===== src/rtl/hack_pkg.sv =====
// Shared definitions for the Hack fetch/decode/execute controller.
// Holds the state encoding, IR field positions, widths and the jump-condition helper.
package hack_pkg;

  localparam int WORD_W   = 16;
  localparam int PC_W_DEF = 15;

  localparam int A_BIT   = 12;
  localparam int CTL_HI  = 11;
  localparam int CTL_LO  = 6;
  localparam int DEST_HI = 5;
  localparam int DEST_LO = 3;
  localparam int JMP_HI  = 2;
  localparam int JMP_LO  = 0;

  // Destination bits inside IR[5:3] = {A,D,M}
  localparam int DEST_A = 5;
  localparam int DEST_D = 4;
  localparam int DEST_M = 3;

  typedef enum logic [2:0] {
    FETCH  = 3'd0,
    DECODE = 3'd1,
    MEM_RD = 3'd2,
    EXEC   = 3'd3,
    MEM_WR = 3'd4,
    HALT   = 3'd5
  } state_e;

  function automatic logic jmp_taken(input logic [2:0] j, input logic zr, input logic ng);
    return (j[2] & ng) | (j[1] & zr) | (j[0] & ~ng & ~zr);
  endfunction

endpackage


===== src/rtl/hack_cpu_ctrl_pc_reg.sv =====
// Program counter: async active-low reset, load has priority over increment,
// increment wraps modulo 2^PC_W.
module pc_reg #(
  parameter int              PC_W     = 15,
  parameter logic [PC_W-1:0] RESET_PC = '0
) (
  input  logic            clk,
  input  logic            rst_n,
  input  logic            load_i,
  input  logic            inc_i,
  input  logic [PC_W-1:0] load_val_i,
  output logic [PC_W-1:0] pc_o
);

  logic [PC_W-1:0] pc_q, pc_d;

  always_comb begin
    pc_d = pc_q;
    if (load_i)     pc_d = load_val_i;
    else if (inc_i) pc_d = pc_q + PC_W'(1);
  end

  always_ff @(posedge clk or negedge rst_n) begin
    if (!rst_n) pc_q <= RESET_PC;
    else        pc_q <= pc_d;
  end

  assign pc_o = pc_q;

endmodule


===== src/rtl/hack_cpu_ctrl.sv =====
// Multi-cycle Hack controller around an external ALU; owns A, D, M, IR and PC.
// Define HACK_ILL_TRAP_EN to trap C-instructions with IR[14:13] != 2'b11 into HALT.
module hack_cpu_ctrl
  import hack_pkg::*;
#(
  parameter int              PC_W     = PC_W_DEF,
  parameter logic [PC_W-1:0] RESET_PC = '0
) (
  input  logic              clk,
  input  logic              rst_n,
  output logic [PC_W-1:0]   pc,
  input  logic [WORD_W-1:0] instr,
  input  logic              instr_valid,
  output logic              instr_ready,
  output logic [PC_W-1:0]   mem_addr,
  output logic [WORD_W-1:0] mem_wdata,
  input  logic [WORD_W-1:0] mem_rdata,
  output logic              mem_req,
  output logic              mem_we,
  input  logic              mem_ack,
  output logic [WORD_W-1:0] alu_x,
  output logic [WORD_W-1:0] alu_y,
  output logic [5:0]        alu_ctl,
  input  logic [WORD_W-1:0] alu_out,
  input  logic              alu_zr,
  input  logic              alu_ng,
  output logic              retire,
  output logic              illegal
);

  state_e            state_q, state_d;
  logic [WORD_W-1:0] ir_q, ir_d;
  logic [WORD_W-1:0] a_q, a_d;
  logic [WORD_W-1:0] d_q, d_d;
  logic [WORD_W-1:0] m_q, m_d;
  logic [WORD_W-1:0] r_q, r_d;
  logic [PC_W-1:0]   wa_q, wa_d;
  logic              retire_q, retire_d;
  logic              pc_ld, pc_inc;

  pc_reg #(.PC_W(PC_W), .RESET_PC(RESET_PC)) u_pc (
    .clk        (clk),
    .rst_n      (rst_n),
    .load_i     (pc_ld),
    .inc_i      (pc_inc),
    .load_val_i (a_q[PC_W-1:0]),
    .pc_o       (pc)
  );

`ifdef HACK_ILL_TRAP_EN
  logic ill_q, ill_d;
`endif

  always_comb begin
    state_d  = state_q;
    ir_d     = ir_q;
    a_d      = a_q;
    d_d      = d_q;
    m_d      = m_q;
    r_d      = r_q;
    wa_d     = wa_q;
    retire_d = 1'b0;
    pc_ld    = 1'b0;
    pc_inc   = 1'b0;
`ifdef HACK_ILL_TRAP_EN
    ill_d    = ill_q;
`endif
    case (state_q)
      FETCH: begin
        if (instr_valid) begin
          ir_d    = instr;
          state_d = DECODE;
        end
      end
      DECODE: begin
        if (!ir_q[15]) begin
          a_d      = {1'b0, ir_q[14:0]};
          pc_inc   = 1'b1;
          retire_d = 1'b1;
          state_d  = FETCH;
        end
`ifdef HACK_ILL_TRAP_EN
        else if (ir_q[14:13] != 2'b11) begin
          ill_d   = 1'b1;
          state_d = HALT;
        end
`endif
        else if (ir_q[A_BIT]) state_d = MEM_RD;
        else                  state_d = EXEC;
      end
      MEM_RD: begin
        if (mem_ack) begin
          m_d     = mem_rdata;
          state_d = EXEC;
        end
      end
      EXEC: begin
        // Jump target and write address both use A before this edge's update.
        r_d  = alu_out;
        wa_d = a_q[PC_W-1:0];
        if (ir_q[DEST_A]) a_d = alu_out;
        if (ir_q[DEST_D]) d_d = alu_out;
        if (jmp_taken(ir_q[JMP_HI:JMP_LO], alu_zr, alu_ng)) pc_ld = 1'b1;
        else                                                 pc_inc = 1'b1;
        if (ir_q[DEST_M]) state_d = MEM_WR;
        else begin
          retire_d = 1'b1;
          state_d  = FETCH;
        end
      end
      MEM_WR: begin
        if (mem_ack) begin
          retire_d = 1'b1;
          state_d  = FETCH;
        end
      end
      HALT:    state_d = HALT;
      default: state_d = FETCH;
    endcase
  end

  always_ff @(posedge clk or negedge rst_n) begin
    if (!rst_n) begin
      state_q  <= FETCH;
      ir_q     <= '0;
      a_q      <= '0;
      d_q      <= '0;
      m_q      <= '0;
      r_q      <= '0;
      wa_q     <= '0;
      retire_q <= 1'b0;
    end else begin
      state_q  <= state_d;
      ir_q     <= ir_d;
      a_q      <= a_d;
      d_q      <= d_d;
      m_q      <= m_d;
      r_q      <= r_d;
      wa_q     <= wa_d;
      retire_q <= retire_d;
    end
  end

`ifdef HACK_ILL_TRAP_EN
  always_ff @(posedge clk or negedge rst_n) begin
    if (!rst_n) ill_q <= 1'b0;
    else        ill_q <= ill_d;
  end
  assign illegal = ill_q;
`else
  assign illegal = 1'b0;
`endif

  // FETCH is the reset state, so ready is masked while reset is held.
  assign instr_ready = rst_n && (state_q == FETCH);
  assign mem_req     = (state_q == MEM_RD) || (state_q == MEM_WR);
  assign mem_we      = (state_q == MEM_WR);
  assign mem_addr    = (state_q == MEM_WR) ? wa_q : a_q[PC_W-1:0];
  assign mem_wdata   = r_q;
  assign alu_x       = d_q;
  assign alu_y       = ir_q[A_BIT] ? m_q : a_q;
  assign alu_ctl     = ir_q[CTL_HI:CTL_LO];
  assign retire      = retire_q;

endmodule


===== config.mk =====
export PLATFORM = sky130hd
export DESIGN_NAME = hack_cpu_ctrl
export DESIGN_NICKNAME = d
export VERILOG_FILES = /design/src/rtl/hack_pkg.sv /design/src/rtl/hack_cpu_ctrl_pc_reg.sv /design/src/rtl/hack_cpu_ctrl.sv
export SDC_FILE = /design/constraint.sdc
export NUM_CORES = 1
export LEC_CHECK = 0
export CELL_PAD_IN_SITES_DETAIL_PLACEMENT = 1
export CELL_PAD_IN_SITES_GLOBAL_PLACEMENT = 1
export CORE_UTILIZATION = 37
export DETAILED_ROUTE_END_ITERATION = 16
export PLACE_DENSITY = 0.87
export SETUP_SLACK_MARGIN = 0.1
export SLEW_MARGIN = 20
export SYNTH_ARGS = -nofsm -noshare
export SYNTH_HDL_FRONTEND = slang
export SYNTH_SLANG_ARGS = --single-unit

===== constraint.sdc =====
create_clock -name clk -period 3.15 [get_ports clk]
set_clock_uncertainty 0.1 [all_clocks]
set_input_delay 0.63 -clock clk [delete_from_list [all_inputs] [get_ports clk]]
set_output_delay 0.63 -clock clk [all_outputs]
set_load 0.02 [all_outputs]

# Yosys cells after proc, flatten, opt, wreduce, memory -nomap -nowiden
# Cells that the tools add are included.
[op_classes]
addsub = 1
eq_ne = 10
reduce_logical = 10
bitwise = 8
n_mux = 22
[op_table]
columns = ["operator", "n"]
rows = [
  ["2-to-1 mux 16 bit", 3],
  ["2-to-1 mux 15 bit", 3],
  ["one-hot mux 16 bit (2 select lines)", 1],
  ["one-hot mux 3 bit (6 select lines)", 1],
  ["adder 15 x 1 -> 15 bit (second input constant)", 1],
  ["2-to-1 mux 3 bit", 4],
  ["!= test 2 bit (second input constant)", 4],
  ["2-to-1 mux 1 bit", 7],
  ["equality test 3 x 2 -> 1 bit (second input constant)", 2],
  ["equality test 3 bit (second input constant)", 2],
  ["AND reduction 2 bit", 3],
  ["AND reduction 3 bit", 2],
  ["AND 1 bit", 4],
  ["nonzero test 2 bit", 2],
  ["equality test 3 x 1 -> 1 bit (second input constant)", 1],
  ["logical NOT 3 bit", 1],
  ["one-hot mux 1 bit (3 select lines)", 1],
  ["2-to-1 mux 2 bit", 1],
  ["!= test 2 x 1 -> 1 bit (second input constant)", 1],
  ["NOT 1 bit", 2],
  ["OR 1 bit", 2],
  ["one-hot mux 1 bit (2 select lines)", 1],
  ["logical AND 1 bit", 1],
  ["logical OR 1 bit", 1],
]
[totals]
in_bits = 54
register_bits = 114
wordCells = 60
output_inout_bits = 89

# Longest topological paths before layout
# Gate-level depths: netlist of the first run.
[depth]
depth_word = 8
depth_mapped = 7
mapped_depth_nobuf = 5

# Hierarchy
# From an unflattened synthesis of the first run, not the netlist that was laid out.
[hier_totals]
hier_cells = 394
hier_area_um2 = 5434.0
[by_module_without_submodules]
columns = ["mod", "seq_area_each_um2", "cells_each", "area_per_inst_um2", "n_inst"]
rows = [
  ["hack_cpu_ctrl", 2477.4, 306, 4571.9, 1],
  ["pc_reg", 375.4, 88, 862.1, 1],
]

# Least setup slack after synthesis of the first run
# Ideal clock, no wire load.
[synth_timing]
path_kind = "reg2out"
startpoint = "register state_q[1]"
endpoint = "output mem_addr[10]"
path_stages_with_launch = 7
required_ns = 2.420
arrival_ns = 1.835
path_buffers = 2
slack_ns = 0.585
path_cell_list = "dfrtp_1 > buf_2 > inv_1 > nand2_1 > nor2_1 > buf_2 > mux2_2"
[synth_via]
elab_chain_len = 2
[synth_rtl]
columns = ["element", "line_no", "text"]
rows = [
  ["start: declaration", "hack_cpu_ctrl.sv:31", "state_e state_q, state_d;"],
  ["start signal: assignment", "hack_cpu_ctrl.sv:133", "state_q <= state_d;"],
  ["equality test 3 bit", "-", ""],
  ["named net mem_we", "hack_cpu_ctrl.sv:19", "output logic mem_we,"],
  ["2-to-1 mux 15 bit", "hack_cpu_ctrl.sv:158", "assign mem_addr = (state_q == MEM_WR) ? wa_q : a_q[PC_W-1:0];"],
  ["end: declaration", "hack_cpu_ctrl.sv:15", "output logic [PC_W-1:0] mem_addr,"],
]
# The timed path passes the listed nets, and every way through them passes these cells.

# Worst setup path after layout of the first run
[layout_timing]
startpoint = "register state_q[0]"
endpoint = "output instr_ready"
[layout_via]
elab_chain_len = 2
[layout_rtl]
columns = ["element", "line_no", "text"]
rows = [
  ["logical NOT 3 bit", "hack_cpu_ctrl.sv:155", "assign instr_ready = rst_n && (state_q == FETCH);"],
  ["logical AND 1 bit", "hack_cpu_ctrl.sv:155", ""],
  ["end: declaration", "hack_cpu_ctrl.sv:14", "output logic instr_ready,"],
]
# No other way between the ends.

==> out/metrics.csv, run 1 <==
metric,value,unit
flop-to-flop setup slack,0.59,ns
Post-Syn Area per Cell,10.5,um^2
compound-gate portion of the synthesized area,7.70,%
PwrDens,1180,mW/mm^2
FP Rows,43,
vias in the first global route,4927,
RePlAce Congestion,0.787,
"Hold Vio Cnt, Final",0,
largest family of logic cells by synthesized area,multiplexers,
CP max stage cell,clkdlybuf4s50_1,
Synth Flop Type,dfrtp_1,
RR Startpoint,state_q[0]$_DFFE_PN0P_,
Worst-Margin Slew,1.00,ns
fin. max-slew vios,0,
core area,0.0140,mm^2
Clk pwr share,21.2,%
initial antenna violation count,0,
share of flip-flops with an asynchronous set or reset,100,%
Final #Nets,704,
clock sink total,114,
CTS root buffer,clkbuf_16,
post-synth cell types,48,
final setup fails,0,
Slew headroom,33.3,%
post-synthesis xor/xnor area fraction,0.163,%
worst setup margin,0.208,ns
adder-cell share of the synthesized area,0.233,%
WL final,17400,um
Comb pwr share,47.1,%
detailed-placement wirelength estimate,12100,um
ant diodes,0,
min cycle time layout,2.94,ns
RSZ-0062 raised after global routing,false,
simple-gate portion of the synthesized area,16.9,%
via-per-instance ratio,5.44,
"most common cell after layout, fill and taps aside",nand2_1,
initial core utilization,38.4,%
Max-Cap Viols,0,
Synth Warn #,0,
drt pass-1 iters,4,
dpl ws,0.273,ns
H-tree Lvls,4,
clk slew on worst S/H paths,0.05,ns
crit-path cells,nor4b_1 > clkdlybuf4s50_1,
switch share,39.6,%
DRC errors left,0,
Syn Nets,566,
number of buffers added on ports,141,
peak supply drop,0.501,mV
global-route wire length before repair,27100,um
Synth Instances,511,
crit share post-route,93.4,%
"Seq/Total Area, Yosys",53.2,%
min-delay worst type,in -> async,
TritonCTS buffer count,17,
CP arrival,2.21,ns
RR Endpoint,u_pc.pc_o[14]$_DFFE_PN0P_,
Seq cells post-synth,114,
"Power, Total",8.88,mW
die area,0.0150,mm^2
outcome,finished clean,
sw power,3.51,mW
Post-synth EDFFs,0,
Area Growth Syn to Fin,40.4,%
Setup crit end,instr_ready,
DRT iter0 DRCs,301,
Static Leak,3.33,nW
Crit Path Max Fanout,12,
total track usage,24.5,%
setup_tns,0,ns
CP Launch Point,state_q[0]$_DFFE_PN0P_,
largest net degree at the start of global routing,61,
clk_lat worst skew,0.42,ns
Post-Synthesis Cell Area,0.00537,mm^2
mux cell area share after synthesis,17.6,%
CTS Buffer Depth,2,
Critical Path Max Stage Delay,0.70,ns
Final ANT Viol Nets,0,
CTS tree,done,
path type of the worst setup path,reg -> out,
"commonest cells after routing, fill and taps aside","127 x nand2_1, 125 x clkdlybuf4s50_1, 113 x dfrtp_1, 75 x mux2_2, 21 x nor2_1",
DR vias,4571,
crit path launch type,flip-flop,
global route overflow,0,
internal power,5.36,mW
Seq pwr share,31.8,%
CP required,2.42,ns
crit end category,output port,
Top-Level Pins,143,
share of cells above drive strength 1,20.0,%
Wirelength per Cell,20.7,um
die width,122,um
fmax,340,MHz
R2R depth,5,
die height,122,um
-- layout make-up --
class | instances | area, um^2
clock buffer | 26 | 499
tap | 180 | 225
fill | 1509 | 6450
inverter | 12 | 45.0
sequential | 114 | 2850
clock inverter | 5 | 75.1
multi-input combinational | 349 | 2300
timing repair buffer | 155 | 1530
-- cells by family after synthesis --
kind of cell / count (synthesis)
muxes: 85
xor gates and xnor gates: 1
buffers and inverters: 48
adders and majority gates: 1
DFF: 114
other: 1
and+or+nand+nor: 200
AOI/OAI and AO/OA: 61
-- worst min-delay path by stage --
| stage | endpoint | slack [ns] |
|---|---|---|
| 2_1_floorplan | a_q[0]$_DFFE_PN0P_ | 0.23 |
| 3_3_place_gp | mem_wdata[6]$_DFFE_PN0P_ | 0.36 |
| 3_5_place_dp | mem_wdata[13]$_DFFE_PN0P_ | 0.36 |
| 4_1_cts | u_pc.pc_o[3]$_DFFE_PN0P_ | 0.33 |
| 5_1_grt | u_pc.pc_o[5]$_DFFE_PN0P_ | 0.38 |
| 6_report | u_pc.pc_o[3]$_DFFE_PN0P_ | 0.31 |
-- layer usage --
metal | vias to the layer above | GRT usage [%] | share of wire, %
met1 | 2312 | 29.0 | 39
li1 | 2060 | - | -
met2 | 161 | 41.9 | 52
met3 | 38 | 5.48 | 6.0
met5 | - | 0 | 0
met4 | 0 | 12.0 | 3.3
-- power groups by stage --
stage / Sequential (mW) / Combinational (mW) / Clock [mW]
4_1_cts: 2.82 / 4.23 / 1.91
3_5_place_dp: 2.82 / 4.19 / 0
2_1_floorplan: 2.88 / 2.22 / 0
3_3_place_gp: 2.75 / 4.03 / 0
6_report: 2.82 / 4.18 / 1.88
5_1_grt: 2.91 / 4.46 / 1.97
-- state kept, by name (all words and copies together) (netlist names) --
signal     count
retire         1
state_q        3
m_q           16
ir_q          16
wa_q          15
a_q           16
alu_x         16
u_pc.pc_o     15
mem_wdata     16
-- Yosys cell counts, types with 2 or more instances --
cell type	number	area, um^2
or2_2	4	25.0
o32ai_1	2	17.5
nand2_1	127	477
a31oi_1	14	87.6
nor3_1	15	75.1
nand2b_1	5	31.3
dfrtp_1	114	2850
o21a_1	2	15.0
inv_1	12	45.0
mux2_2	75	845
a21oi_1	11	55.1
o221ai_1	4	35.0
nor3b_1	2	15.0
nor4_1	5	31.3
buf_4	9	67.6
nand3_1	6	30.0
nand4_1	2	12.5
nor2_1	22	82.6
mux2i_1	10	100
o221a_2	2	22.5
o211ai_1	8	60.1
buf_2	6	30.0
or4_1	3	22.5
clkbuf_1	20	75.1
o21ai_0	8	40.0
-- through the flow --
step	cell area, um^2	hold WS (ns)	cells	util [%]
final	7530	0.312	841	53.9
after global routing	7530	0.380	841	53.9
after CTS	7510	0.329	841	53.7
after detailed placement	6920	0.364	808	49.5
after global placement	6920	0.359	808	49.5
after floorplan	5370	0.234	511	-
-- worst max-delay path, delay by kind of cell, from the launching register on --
kind | cells | cell delay, ns
AND/OR/NAND/NOR | 1 | 0.55
buffers and inverters | 1 | 0.70
flip-flops | 1 | 0.54
-- timing repair --
item,CTS,global route
endpoints found under the setup margin,15,8
gates cloned,1,0
setup buffers,1,0
hold buffers,0,0
gates resized for setup,14,8
(Power assumes the default switching activity.)
==> run 2, diff against run 1 <==
--- a/config.mk
+++ b/config.mk
@@ -5,10 +5,12 @@
 export SDC_FILE = /design/constraint.sdc
 export NUM_CORES = 1
 export LEC_CHECK = 0
+export ABC_AREA = 0
 export CELL_PAD_IN_SITES_DETAIL_PLACEMENT = 1
 export CELL_PAD_IN_SITES_GLOBAL_PLACEMENT = 1
 export CORE_UTILIZATION = 37
 export DETAILED_ROUTE_END_ITERATION = 16
+export HOLD_SLACK_MARGIN = 0.03
 export PLACE_DENSITY = 0.87
 export SETUP_SLACK_MARGIN = 0.1
 export SLEW_MARGIN = 20
==> results of run 2 <==
The final DEF is identical to that of run 1; final timing and power are the same.
